### src/rtl/mem_line_ctrl.sv
// mem_line_ctrl: whole-line refill / writeback sequencer
// for a single-port word memory with 1-cycle read latency.
module mem_line_ctrl #(
  parameter int ADDR_LEN = 11,
  parameter int LINE_LEN = 3
) (
  input  logic                          clk,
  input  logic                          rst,
  input  logic                          req,
  input  logic                          req_wr,
  input  logic [ADDR_LEN-LINE_LEN-1:0]  req_line_addr,
  input  logic [32*(1<<LINE_LEN)-1:0]   wr_line,
  output logic [32*(1<<LINE_LEN)-1:0]   rd_line,
  output logic                          busy,
  output logic                          done,
  output logic [ADDR_LEN-1:0]           mem_addr,
  output logic                          mem_wr_req,
  output logic [31:0]                   mem_wr_data,
  input  logic [31:0]                   mem_rd_data
);
  localparam int N  = 1 << LINE_LEN;
  localparam int LA = ADDR_LEN - LINE_LEN;
  localparam int CW = LINE_LEN + 1;
  localparam int IW = (LINE_LEN > 0) ? LINE_LEN : 1;
  localparam logic [CW-1:0] LAST = CW'(N - 1);
  localparam logic [CW-1:0] ENDW = CW'(N);

  typedef enum logic [1:0] {
    IDLE,
    WRITE,
    READ,
    RESP
  } state_e;

  state_e             state_q, state_d;
  logic [LA-1:0]      line_addr_q, line_addr_d;
  logic [CW-1:0]      word_idx_q, word_idx_d;
  logic [CW-1:0]      cap_idx_q, cap_idx_d;
  logic [N-1:0][31:0] line_q, line_d;
  logic [IW-1:0]      wsel;
  logic [IW-1:0]      csel;
  logic [ADDR_LEN-1:0] word_addr;

  assign wsel = IW'(word_idx_q);
  assign csel = IW'(cap_idx_q);
  assign word_addr = (ADDR_LEN'(line_addr_q) << LINE_LEN)
                   | ADDR_LEN'(word_idx_q);

  assign rd_line = line_q;
  assign busy    = (state_q != IDLE);

  always_ff @(posedge clk or negedge rst) begin
    if (!rst) begin
      state_q     <= IDLE;
      line_addr_q <= '0;
      word_idx_q  <= '0;
      cap_idx_q   <= '0;
      line_q      <= '0;
    end else begin
      state_q     <= state_d;
      line_addr_q <= line_addr_d;
      word_idx_q  <= word_idx_d;
      cap_idx_q   <= cap_idx_d;
      line_q      <= line_d;
    end
  end

  always_comb begin
    state_d     = state_q;
    line_addr_d = line_addr_q;
    word_idx_d  = word_idx_q;
    cap_idx_d   = cap_idx_q;
    line_d      = line_q;
    done        = 1'b0;
    mem_addr    = '0;
    mem_wr_req  = 1'b0;
    mem_wr_data = '0;

    unique case (state_q)
      IDLE: begin
        if (req) begin
          line_addr_d = req_line_addr;
          line_d      = wr_line;
          word_idx_d  = '0;
          cap_idx_d   = '0;
          state_d     = req_wr ? WRITE : READ;
        end
      end
      WRITE: begin
        mem_wr_req  = 1'b1;
        mem_addr    = word_addr;
        mem_wr_data = line_q[wsel];
        word_idx_d  = word_idx_q + 1'b1;
        if (word_idx_q == LAST) state_d = RESP;
      end
      READ: begin
        if (word_idx_q != ENDW) begin
          mem_addr   = word_addr;
          word_idx_d = word_idx_q + 1'b1;
        end
        // data for the word issued last cycle arrives now
        if (word_idx_q != '0) begin
          line_d[csel] = mem_rd_data;
          cap_idx_d    = cap_idx_q + 1'b1;
          if (cap_idx_q == LAST) state_d = RESP;
        end
      end
      RESP: begin
        done    = 1'b1;
        state_d = IDLE;
      end
      default: state_d = IDLE;
    endcase
  end
endmodule
### config.mk
export PLATFORM = sky130hd
export DESIGN_NAME = mem_line_ctrl
export DESIGN_NICKNAME = d
export VERILOG_FILES = /design/src/rtl/mem_line_ctrl.sv
export SDC_FILE = /design/constraint.sdc
export NUM_CORES = 1
export LEC_CHECK = 0
export ABC_AREA = 0
export CORE_AREA = 4 4 232 234
export DETAILED_ROUTE_END_ITERATION = 8
export DIE_AREA = 0 0 236 238
export SETUP_SLACK_MARGIN = 0.15
export SYNTH_ARGS = -nofsm -noshare
export SYNTH_HDL_FRONTEND = slang
export SYNTH_SLANG_ARGS = --single-unit
### constraint.sdc
create_clock -name clk -period 5.5 [get_ports clk]
set_clock_uncertainty 0.2 [all_clocks]
set_input_delay 1.1 -clock clk [delete_from_list [all_inputs] [get_ports clk]]
set_output_delay 1.1 -clock clk [all_outputs]
set_load 0.05 [all_outputs]
---- Word level (Yosys, flattened, before mapping) ----
Index checks and enable logic that the tools add are counted.
W data, S select, Z words.
word-level totals
  bits of input ports ..................... 300
  output and inout bits ................... 302
  word-level logic and storage cells ...... 63
  bits in registers ....................... 274
cells by class
  bitwise logic cells ..................... 1
  equality and inequality tests ........... 11
  multiplexer cells ....................... 24
  reductions and logical operators ........ 10
  $add $sub $neg .......................... 2
  magnitude comparators ................... 3
operators with widths
  operator               count
  $mux W256              2
  $pmux W256 S2          1
  $bwmux W256            1
  $bmux W32 S3           1
  $demux W32 S3          1
  $mux W32               3
  $pmux W11 S2           1
  $mux W4                3
  $pmux W4 S3            1
  $mux W11               1
  $or A11 B4 Y11         1
  $mux W2                5
  $ne A2 B2 Y1 const B   5
  $add A4 B1 Y4 const B  2
  $eq A4 B3 Y1 const B   2
  $lt A3 B4 Y1 const B   2
  $pmux W2 S4            1
  $pmux W4 S2            1
  $reduce_and A3 Y1      2
  $eq A2 B2 Y1 const B   2
  $ne A4 B4 Y1 const B   1
  $reduce_and A4 Y1      1
  $reduce_bool A2 Y1     2
  $reduce_bool A4 Y1     1
  other kinds (7)        8

---- Longest topological paths before layout ----
Gate-level depths: netlist of the first run.
  depth in word-level cells ............... 7
  depth in mapped cells ................... 11
  mapped depth without buffers ............ 6

---- Worst setup path before layout of the first run ----
Ideal clock, no wire load.
  path kind ............................... register to output
  start point ............................. reg word_idx_q[0]
  end point ............................... out mem_addr[0]
  buffers on the path ..................... 2
  setup slack ............................. 1668 ps
  arrival ................................. 2532 ps
  stages on the path, launching flop included .. 8
  cells stage by stage .................... dfrtp_1 buf_2 buf_2 inv_1 ha_1 nand3b_1 a21oi_1 nor3_1
on the way
  cells in the longest elaborated chain, start to end .. 3
  elaborated cells between the ends (all ways) .. 4
  classes of those cells .................. eq/ne (1); mux (2); bitwise (1)
ends and longest elaborated chain
  item                                            line    RTL
  from (decl)                                     37      logic [CW-1:0] word_idx_q, word_idx_d;
  from (signal assigned)                          62      word_idx_q <= word_idx_d;
  $ne A4 B4 Y1 or $or A11 B4 Y11 (tied branches)  97, 47
  $mux W11                                        97      if (word_idx_q != ENDW) begin
  $pmux W11 S2 (*)                                79      unique case (state_q)
  to (decl)                                       16      output logic [ADDR_LEN-1:0] mem_addr,
Mark *: on every way between the ends. The rest lies on a longest branch, timed or not.

---- Worst setup path after layout of the first run ----
  start point ............................. reg word_idx_q[0]
  end point ............................... out mem_addr[10]
on the way
  cells in the longest elaborated chain, start to end .. 3
ends and longest elaborated chain
  item          line
  $ne A4 B4 Y1  97
  $mux W11      97
  $pmux W11 S2  79
Every way passes these cells.

==> results of run 1 <==
-- where the power goes --
part / switching (W) / total [W] / internal [W]
Combinational: 0.00679 / 0.0101 / 0.00332
Clock: 0.000960 / 0.00242 / 0.00146
Sequential: 0.00141 / 0.00428 / 0.00287
Total: 0.00915 / 0.0168 / 0.00766
-- sequential cells by signal, indices dropped and copies added, names as in the netlist --
| signal | count |
|---|---|
| rd_line | 256 |
| line_addr_q | 8 |
| cap_idx_q | 4 |
| word_idx_q | 4 |
| state_q | 2 |
-- worst paths after layout --
path | end | cells after the start
setup / recovery | mem_addr[10] | 7
max in group asynchronous | rd_line[35] | 2
hold / removal | cap_idx_q[3] | 1
hold reg to reg | cap_idx_q[3] | 1
min in group asynchronous | rd_line[153] | 1
setup reg to reg | rd_line[60] | 9
-- critical path: stages, from the launching register on --
cell and delay, ns:
dfrtp_4 0.62, inv_1 0.15, ha_1 0.30, nand3b_1 0.12, a21oi_1 0.12, nor2_1 0.51
and2_1 0.23, clkdlybuf4s50_1 0.81
-- through the flow --
stage | utilization | area, um^2 | setup WS (ns)
floorplan | - | 15400 | 1.668
global placement | 0.4188 | 21790 | 1.394
detailed placement | 0.4188 | 21790 | 1.327
CTS | 0.4415 | 22970 | 0.7253
global route | 0.4417 | 22980 | 0.6052
finish | 0.4417 | 22980 | 0.8029
-- cells in the final DEF (no fill, tap or decap), types with 9 or more instances in the layout --
master / count
clkdlybuf4s50_1: 600
dfrtp_1: 272
nand2_1: 261
a32oi_1: 224
o311ai_0: 216
mux4_2: 64
clkbuf_16: 37
nor3_1: 34
a22o_1: 32
a221o_1: 32
buf_4: 13
o311ai_1: 9
o21ai_0: 9
-- layer usage --
| metal | part of all wire | vias up | GRT usage |
|---|---|---|---|
| met2 | 0.52 | 917 | 0.5303 |
| li1 | - | 6932 | - |
| met1 | 0.34 | 8328 | 0.3257 |
| met4 | 0.047 | 6 | 0.1290 |
| met5 | 0.00043 | - | 0 |
| met3 | 0.088 | 160 | 0.07802 |
-- area by class of cell --
type	count	area (um^2)
antenna	5	12.51
clock buffer	51	1049
clock inverter	11	132.6
fill	4947	29040
inverter	8	30.03
multi-input combinational	949	7774
sequential	274	6864
tap	688	860.8
timing repair buffer	621	6259
-- cell families (layout without fill, tap and decap cells) --
logic type | Yosys count | in the layout | synth area share
adder cells (fa/ha/maj) | 7 | 7 | 0.005687
flip-flops | 274 | 274 | 0.4452
other | 0 | 5 | 0
multiplexers | 72 | 72 | 0.09945
AO/OA/AOI/OAI | 538 | 538 | 0.3056
AND/OR/NAND/NOR | 332 | 332 | 0.09100
buffers and inverters | 196 | 691 | 0.05306
==> key figures, run 1 <==
Synthesis
  • Synth top area share: 0.4452
  • Number of distinct standard cells referenced by the synthesized netlist: 43
  • Register bit total from synthesis: 274
  • Total of warnings raised by yosys: 0
  • Leading area contributor after synthesis: dfrtp_1
  • Most frequent cell after synthesis: dfrtp_1
  • Post-synthesis async set-or-reset flop share: 1.000
  • Post-Synthesis Cell Area: 0.01540 mm^2
  • Cells taking the most area after synthesis: dfrtp_1, a32oi_1, o311ai_0
  • Syn_area_per_cell: 10.85 um^2
  • Net count after synthesis: 1,726
  • Synth cell count leaders: dfrtp_1, nand2_1, a32oi_1, o311ai_0, clkbuf_1
  • Post-synthesis sequential area ratio: 0.4452
  • Number of cells produced by synthesis: 1,419
  • Flip-flop cell with the highest count after synthesis: dfrtp_1
  • Number of enable-type register cells in the synthesized netlist: 0

Global route
  • Pin count of the biggest net entering global routing: 248
  • Number of global-route vias before repair: 16,210
  • Global-route wire length before repair: 122.4 mm
  • Total global routing overflow: 0
  • Total track usage: 0.2936
  • Initial antenna violation count: 7

STA
  • F_max: 212.9 MHz
  • Total Neg Setup Slack: 0 ns
  • Worst hold margin: 0.2759 ns
  • Post-route fraction of the period consumed by the critical path: 0.8540
  • Final Hold Violating Endpoints: 0
  • Max-Slew Margin vs Limit: 0.2456
  • Final setup violation count: 0
  • Fin crit period: 4.697 ns
  • Transition time at the pin with the least slew margin: 1.132 ns
  • Final slew viol count: 0
  • Unrepaired setup endpoints after global routing: false

Route
  • Via density per instance: 6.269
  • DRT antenna net count: 0
  • Post-route DRC violation count: 0
  • First-pass detailed-route iteration total: 5
  • DR WL/cell: 33.15 um
  • Final wirelength: 86.42 mm
  • Detailed Route Iter0 Violations: 1,660
  • Vias after detailed routing: 16,340

Clock network
  • Hold buffers post-CTS: 0
  • Clock transition at the register clock pins on the worst setup and hold paths after CTS: 0.06 ns
  • CTS tree: yes
  • Clock sinks: 274
  • Root buffer selected by CTS: clkbuf_16
  • Post-CTS Setup Bufs: 0
  • Post-cts gate resize count: 0
  • Insertion delay of the later-clocked pin in the worst-skew pair: 0.54 ns
  • H-tree depth: 2
  • Number of CTS-inserted buffers: 36
  • Maximum buffer depth of the clock tree: 3

Floorplan
  • Die Y: 238 um
  • Floorplan die width: 236 um
  • Number of placement rows: 84
  • I/O pins: 602
  • Overall die area: 0.05617 mm^2
  • Initial core utilization: 0.2960
  • Total core area: 0.05202 mm^2

Worst setup path
  • CP Max Fanout: 16
  • Crit Path Class: reg -> out
  • Startpoint of the most critical setup path: word_idx_q[0]
  • Endpoint arrival time on the critical path: 3.40 ns
  • Category of the worst setup path capture point: output port
  • Critical register-to-register path startpoint: state_q[0]
  • Kind of start point of the critical path: register
  • Data required, critical path: 4.20 ns
  • Reg-to-reg slack, setup: 1.56 ns

Finish
  • Layout net count: 2,197
  • Final Non-Filler Cells: 2,607
  • Area grow syn2layout: 49.23%
  • Fraction of final layout cells sized beyond drive strength 1: 0.08516

Power
  • Worst vdd ir: 660.6 uV
  • Total power after layout: 0.01681 W
  • Power density normalized to cell area: 731.3 mW/mm^2
  • Leakage: 8.239 nW

Hold path
  • Worst min-delay path startpoint: cap_idx_q[3]
  • Min-Delay Path Class: reg -> reg

Place
  • Detailed placement HPWL: 62.24 mm
  • PortBufs: 601
  • Count of placed standard cells including taps: 2,540
  • Final Wtd Congestion: 0.9341

Status
  • Status: completed

Job
  • Count of maximum capacitance violations: 0
Power figures use the tool's default switching activity.
==> inputs of run 2 (changes only) <==
--- a/config.mk
+++ b/config.mk
@@ -7,6 +7,7 @@
 export LEC_CHECK = 0
 export ABC_AREA = 0
 export CORE_AREA = 4 4 232 234
+export CTS_CLUSTER_SIZE = 12
 export DETAILED_ROUTE_END_ITERATION = 8
 export DIE_AREA = 0 0 236 238
 export SETUP_SLACK_MARGIN = 0.15
==> run 2 against run 1 <==
Flip-flop and latch count unchanged. Critical endpoint unchanged. Sequential share of layout area is essentially flat. Total power down 0.16%. Largest cell class unchanged.
==> key figures, run 2 (synthesis gave the netlist of run 1 again) <==
Clock network
  • Post-cts gate resize count: 0 (unchanged)
  • Hold buffers post-CTS: 0 (unchanged)
  • Insertion delay of the later-clocked pin in the worst-skew pair: 0.54 ns (about the same)
  • Maximum buffer depth of the clock tree: 3 (unchanged)
  • Root buffer selected by CTS: clkbuf_16
  • Post-CTS Setup Bufs: 0 (unchanged)
  • H-tree depth: 2 (unchanged)
  • Clock transition at the register clock pins on the worst setup and hold paths after CTS: 0.06 ns (about the same)
  • Clock sinks: 274 (unchanged)
  • CTS tree: yes
  • Number of CTS-inserted buffers: 36 (unchanged)

Status
  • Status: completed

Place
  • PortBufs: 601 (unchanged)
  • Count of placed standard cells including taps: 2,540 (unchanged)
  • Final Wtd Congestion: 0.9341 (unchanged)
  • Detailed placement HPWL: 62.24 mm (unchanged)

Finish
  • Layout net count: 2,197 (unchanged)
  • Number of flip-flops under the largest register name: 256 (unchanged)
  • Register area: 0.006864 mm^2 (unchanged)
  • Final Non-Filler Cells: 2,609 (+0.077%)
  • Fraction of final layout cells sized beyond drive strength 1: 0.08512 (about the same)
  • Leading cell types in the layout, fill and taps excluded: clkdlybuf4s50_1, dfrtp_1, nand2_1, a32oi_1, o311ai_0
  • Final Core Density: 0.4416 (about the same)
  • Fillcell total: 4,951 (+0.081%)
  • Area grow syn2layout: 49.20% (about the same)
  • Most common library cell in the layout ignoring fill and taps: clkdlybuf4s50_1
  • Area occupied by multi-input gates: 0.007774 mm^2 (unchanged)

Route
  • Via density per instance: 6.241 (-0.45%)
  • First-pass detailed-route iteration total: 5 (unchanged)
  • Detailed Route Iter0 Violations: 1,648 (-0.72%)
  • Post-route DRC violation count: 0 (unchanged)
  • DR WL/cell: 33.09 um (-0.19%)
  • Final wirelength: 86.32 mm (-0.11%)
  • DRT antenna net count: 0 (unchanged)
  • Vias after detailed routing: 16,280 (-0.37%)

STA
  • Post-route fraction of the period consumed by the critical path: 0.8544 (about the same)
  • Final Hold Violating Endpoints: 0 (unchanged)
  • Max-Slew Margin vs Limit: 0.2237 (-0.02189)
  • Final slew viol count: 0 (unchanged)
  • Fin crit period: 4.699 ns (+0.001880 ns)
  • Worst hold margin: 0.2768 ns (+0.0009390 ns)
  • Final setup violation count: 0 (unchanged)
  • Transition time at the pin with the least slew margin: 1.164 ns (+0.03283 ns)
  • Unrepaired setup endpoints after global routing: false
  • Total Neg Setup Slack: 0 ns (unchanged)
  • F_max: 212.8 MHz (about the same)

Floorplan
  • Overall die area: 0.05617 mm^2 (unchanged)
  • Total core area: 0.05202 mm^2 (unchanged)
  • Number of placement rows: 84 (unchanged)
  • Initial core utilization: 0.2960 (unchanged)
  • Floorplan die width: 236 um (unchanged)
  • I/O pins: 602 (unchanged)
  • Die Y: 238 um (unchanged)

Power
  • Leakage: 8.241 nW (about the same)
  • Total power after layout: 0.01678 W (-0.16%)
  • Power density normalized to cell area: 730.3 mW/mm^2 (-0.14%)
  • Worst vdd ir: 650.6 uV (-1.5%)

Worst setup path
  • Endpoint arrival time on the critical path: 3.40 ns (about the same)
  • R2R cell count: 8 (-1)
  • Kind of start point of the critical path: register
  • Data required, critical path: 4.20 ns (about the same)
  • Crit Path Class: reg -> out
  • CP Max Fanout: 16 (unchanged)
  • Category of the worst setup path capture point: output port
  • Critical register-to-register path startpoint: state_q[0]
  • Startpoint of the most critical setup path: word_idx_q[0]

Hold path
  • Min-Delay Path Class: reg -> reg
  • Worst min-delay path startpoint: cap_idx_q[3]
  • Number of cells traversed by the worst hold path: 1 (unchanged)

Global route
  • Total global routing overflow: 0 (unchanged)
  • Pin count of the biggest net entering global routing: 248 (unchanged)
  • Number of global-route vias before repair: 16,250 (+0.24%)
  • Initial antenna violation count: 7 (unchanged)
  • Total track usage: 0.2938 (about the same)
  • Global-route wire length before repair: 122.3 mm (about the same)

Job
  • Count of maximum capacitance violations: 0 (unchanged)
[run 2: through the flow]
| stage | cell area, um^2 | worst slack [ns] |
|---|---|---|
| detailed placement | 21790 | 1.327 |
| floorplan | 15400 | 1.668 |
| global placement | 21790 | 1.394 |
| CTS | 22960 | 0.7303 |
| finish | 22980 | 0.8011 |
| global route | 22970 | 0.6014 |
[run 2: final cells by class]
cell class	instances	area share
well taps	688	0.03747
inverters	8	0.001307
diodes	6	0.0006535
clock buffers	51	0.04520
multi-input cells	949	0.3383
clock inverters	12	0.005881
repair buffers	621	0.2724
flip-flops and latches	274	0.2988
[run 2: critical path, stage by stage (launching register included)]
cell,delay (ns)
dfrtp_4,0.63
inv_1,0.15
ha_1,0.30
nand3b_1,0.12
a21oi_1,0.11
nor2_1,0.50
and2_1,0.23
clkdlybuf4s50_1,0.81
[run 2: report_power, final]
group | switching (W) | leakage (nW) | internal (W)
Sequential | 0.00140 | 3.52 | 0.00287
Clock | 0.000962 | 0.586 | 0.00145
Combinational | 0.00677 | 4.14 | 0.00332
[run 2: worst paths after layout]
path / end / slack, ns
hold / removal: cap_idx_q[3] / 0.28
max in group asynchronous: rd_line[35] / 3.53
min in group asynchronous: rd_line[153] / 0.36
setup / recovery: mem_addr[10] / 0.80
hold reg to reg: cap_idx_q[3] / 0.28
setup reg to reg: rd_line[169] / 1.59
[run 2: metal layers]
metal | vias to the layer above | GRT usage | routed length (um)
li1 | 6938 | - | -
met1 | 8267 | 0.3259 | 29820
met2 | 919 | 0.5298 | 44940
met3 | 154 | 0.07675 | 7361
met4 | 4 | 0.1335 | 4179
met5 | - | 0 | 22
==> inputs of run 3 (changes only) <==
--- a/config.mk
+++ b/config.mk
@@ -6,11 +6,12 @@
 export NUM_CORES = 1
 export LEC_CHECK = 0
 export ABC_AREA = 0
-export CORE_AREA = 4 4 232 234
+export CORE_AREA = 2 2 237 239
 export CTS_CLUSTER_SIZE = 12
 export DETAILED_ROUTE_END_ITERATION = 8
-export DIE_AREA = 0 0 236 238
+export DIE_AREA = 0 0 239 241
 export SETUP_SLACK_MARGIN = 0.15
+export SKIP_LAST_GASP = 1
 export SYNTH_ARGS = -nofsm -noshare
 export SYNTH_HDL_FRONTEND = slang
 export SYNTH_SLANG_ARGS = --single-unit
==> run 3 against run 2 <==
Register-to-register slack improved by 0.31 ns. Die area rose by 2.5%. Via count rose by 1.4%. Largest power group unchanged. Highest routed layer unchanged.
==> key figures, run 3 (synthesis gave the netlist of run 1 again) <==
Status
  • Status: completed

Worst setup path
  • Endpoint arrival time on the critical path: 3.56 ns (+0.16 ns)
  • Chain of cells forming the critical path: inv_1 -> ha_1 -> nor2b_4 -> a22o_1 -> clkdlybuf4s50_1
  • Slowest stage cell on the critical path: nor2b_4
  • CP delay by family, top: buffers and inverters
  • Category of the worst setup path capture point: output port
  • Highest cell delay on the worst timing path: 0.90 ns (+0.09 ns)
  • CP Max Fanout: 32 (+16)
  • Crit Path Class: reg -> out
  • Buffer and inverter count on the worst path: 2 (unchanged)
  • Data required, critical path: 4.20 ns (about the same)
  • Kind of start point of the critical path: register

Finish
  • Layout net count: 2,197 (unchanged)
  • Most common library cell in the layout ignoring fill and taps: clkdlybuf4s50_1
  • Leading cell types in the layout, fill and taps excluded: clkdlybuf4s50_1, dfrtp_1, nand2_1, a32oi_1, o311ai_0
  • Area grow syn2layout: 49.97%
  • Fraction of final layout cells sized beyond drive strength 1: 0.08707 (+0.001952)
  • Number of flip-flops under the largest register name: 256 (unchanged)
  • Fillcell total: 5,208 (+5.2%)

Clock network
  • Hold buffers post-CTS: 0 (unchanged)
  • Insertion delay of the later-clocked pin in the worst-skew pair: 0.55 ns (about the same)
  • Number of CTS-inserted buffers: 37 (+2.8%)
  • H-tree depth: 2 (unchanged)
  • Clock sinks: 274 (unchanged)
  • Root buffer selected by CTS: clkbuf_16
  • Clock transition at the register clock pins on the worst setup and hold paths after CTS: 0.06 ns (about the same)
  • Post-cts gate resize count: 0 (unchanged)
  • CTS tree: yes
  • Post-CTS Setup Bufs: 0 (unchanged)
  • Maximum buffer depth of the clock tree: 3 (unchanged)

Global route
  • Layer carrying the most global-route usage: met2
  • Met3 Usage GRT: 0.07103 (-0.005717)
  • Total global routing overflow: 0 (unchanged)
  • Pin count of the biggest net entering global routing: 202 (-19%)
  • Global-route wire length before repair: 120.8 mm (-1.3%)
  • Initial antenna violation count: 13 (+6)
  • Met2 GRT Util: 0.5262 (-0.003661)
  • Number of global-route vias before repair: 15,950 (-1.9%)
  • Global Route met1 Usage: 0.3107 (-0.01513)
  • Total track usage: 0.2907 (-0.003183)

Route
  • Final wirelength: 87.06 mm (+0.85%)
  • DRT antenna net count: 0 (unchanged)
  • DR WL/cell: 33.11 um (about the same)
  • Detailed Route Iter0 Violations: 1,615 (-2.0%)
  • Vias after detailed routing: 16,510 (+1.4%)
  • Via density per instance: 6.279 (+0.61%)
  • Post-route DRC violation count: 0 (unchanged)
  • First-pass detailed-route iteration total: 6 (+1)

Place
  • PortBufs: 601 (unchanged)
  • Detailed placement HPWL: 62.57 mm (+0.53%)
  • Final Wtd Congestion: 0.9963 (+6.7%)

STA
  • Post-route fraction of the period consumed by the critical path: 0.8844 (+0.03005)
  • Unrepaired setup endpoints after global routing: false
  • Final setup violation count: 0 (unchanged)
  • Final Hold Violating Endpoints: 0 (unchanged)
  • F_max: 205.6 MHz (-3.4%)
  • Total Neg Setup Slack: 0 ns (unchanged)
  • Max-Slew Margin vs Limit: 0.2468 (+0.02309)
  • Transition time at the pin with the least slew margin: 1.130 ns (-0.03463 ns)
  • Fin crit period: 4.864 ns (+0.1653 ns)
  • Final slew viol count: 0 (unchanged)

Floorplan
  • Total core area: 0.05488 mm^2 (+5.5%)
  • Die Y: 241 um (+1.3%)
  • Number of placement rows: 86 (+2.4%)
  • Overall die area: 0.05760 mm^2 (+2.5%)
  • Initial core utilization: 0.2806 (-0.01539)
  • I/O pins: 602 (unchanged)
  • Floorplan die width: 239 um (+1.3%)

Power
  • Power density normalized to cell area: 734.4 mW/mm^2 (+0.57%)
  • Leakage: 8.279 nW (+0.47%)
  • Worst vdd ir: 641.7 uV (-1.4%)
  • Total power after layout: 0.01696 W (+1.1%)

Job
  • Count of maximum capacitance violations: 0 (unchanged)

Hold path
  • Min-Delay Path Class: reg -> reg
-- run 3: cell types whose count changed in the layout (fill, tap and decap cells not counted), moves of 2 or more --
cell	previous run	this run
buf_4	13	11
clkbuf_16	37	39
clkbuf_8	6	10
clkinv_2	9	4
clkinv_4	0	3
-- run 3: worst paths after layout --
path / from / end / slack, ns / cells past startpoint
setup reg to reg: state_q[0] / rd_line[130] / 1.90 / 5
max in group asynchronous: rst / word_idx_q[1] / 3.72 / 2
hold / removal: cap_idx_q[3] / cap_idx_q[3] / 0.28 / 1
hold reg to reg: cap_idx_q[3] / cap_idx_q[3] / 0.28 / 1
min in group asynchronous: rst / state_q[1] / 0.32 / 1
setup / recovery: state_q[1] / mem_wr_data[7] / 0.64 / 5
-- run 3: metrics by stage --
step / hold WS [ns] / util / cells / instance area [um^2] / setup slack, ns
after floorplan: 0.2420 / - / 1419 / 15400 / 1.668
after global placement: 0.2583 / 0.3975 / 2555 / 21810 / 1.290
after detailed placement: 0.2701 / 0.3975 / 2555 / 21810 / 1.257
after CTS: 0.2807 / 0.4205 / 2622 / 23080 / 0.6453
after global routing: 0.3095 / 0.4207 / 2627 / 23090 / 0.5037
final: 0.2815 / 0.4208 / 2629 / 23090 / 0.6358
-- run 3: worst register-to-register path, stage by stage (launching register included) --
cell and delay, ns:
dfrtp_1 0.41, inv_1 0.14, ha_4 0.60, buf_12 0.60, nand2_1 0.93, o311ai_0 0.58
-- run 3: final cells by class --
class                      instances  area (um^2)  share of cell area
antenna                            7        17.52           0.0007585
clock buffer                      56         1140             0.04936
clock inverter                    11        122.6            0.005309
inverter                           8        30.03            0.001300
multi-input combinational        949         7776              0.3367
sequential                       274         6864              0.2972
tap                              704        880.8             0.03814
timing repair buffer             620         6264              0.2712
-- run 3: power by group --
part           internal, W  switching [W]
sequential         0.00287        0.00146
combinational      0.00333        0.00677
clock              0.00153        0.00100
-- run 3: layer usage --
| metal | wire [um] | up-vias | share of wire |
|---|---|---|---|
| li1 | - | 6955 | - |
| met1 | 30020 | 8372 | 0.34 |
| met2 | 44940 | 979 | 0.52 |
| met3 | 7228 | 189 | 0.083 |
| met4 | 4799 | 12 | 0.055 |
| met5 | 79 | - | 0.00091 |
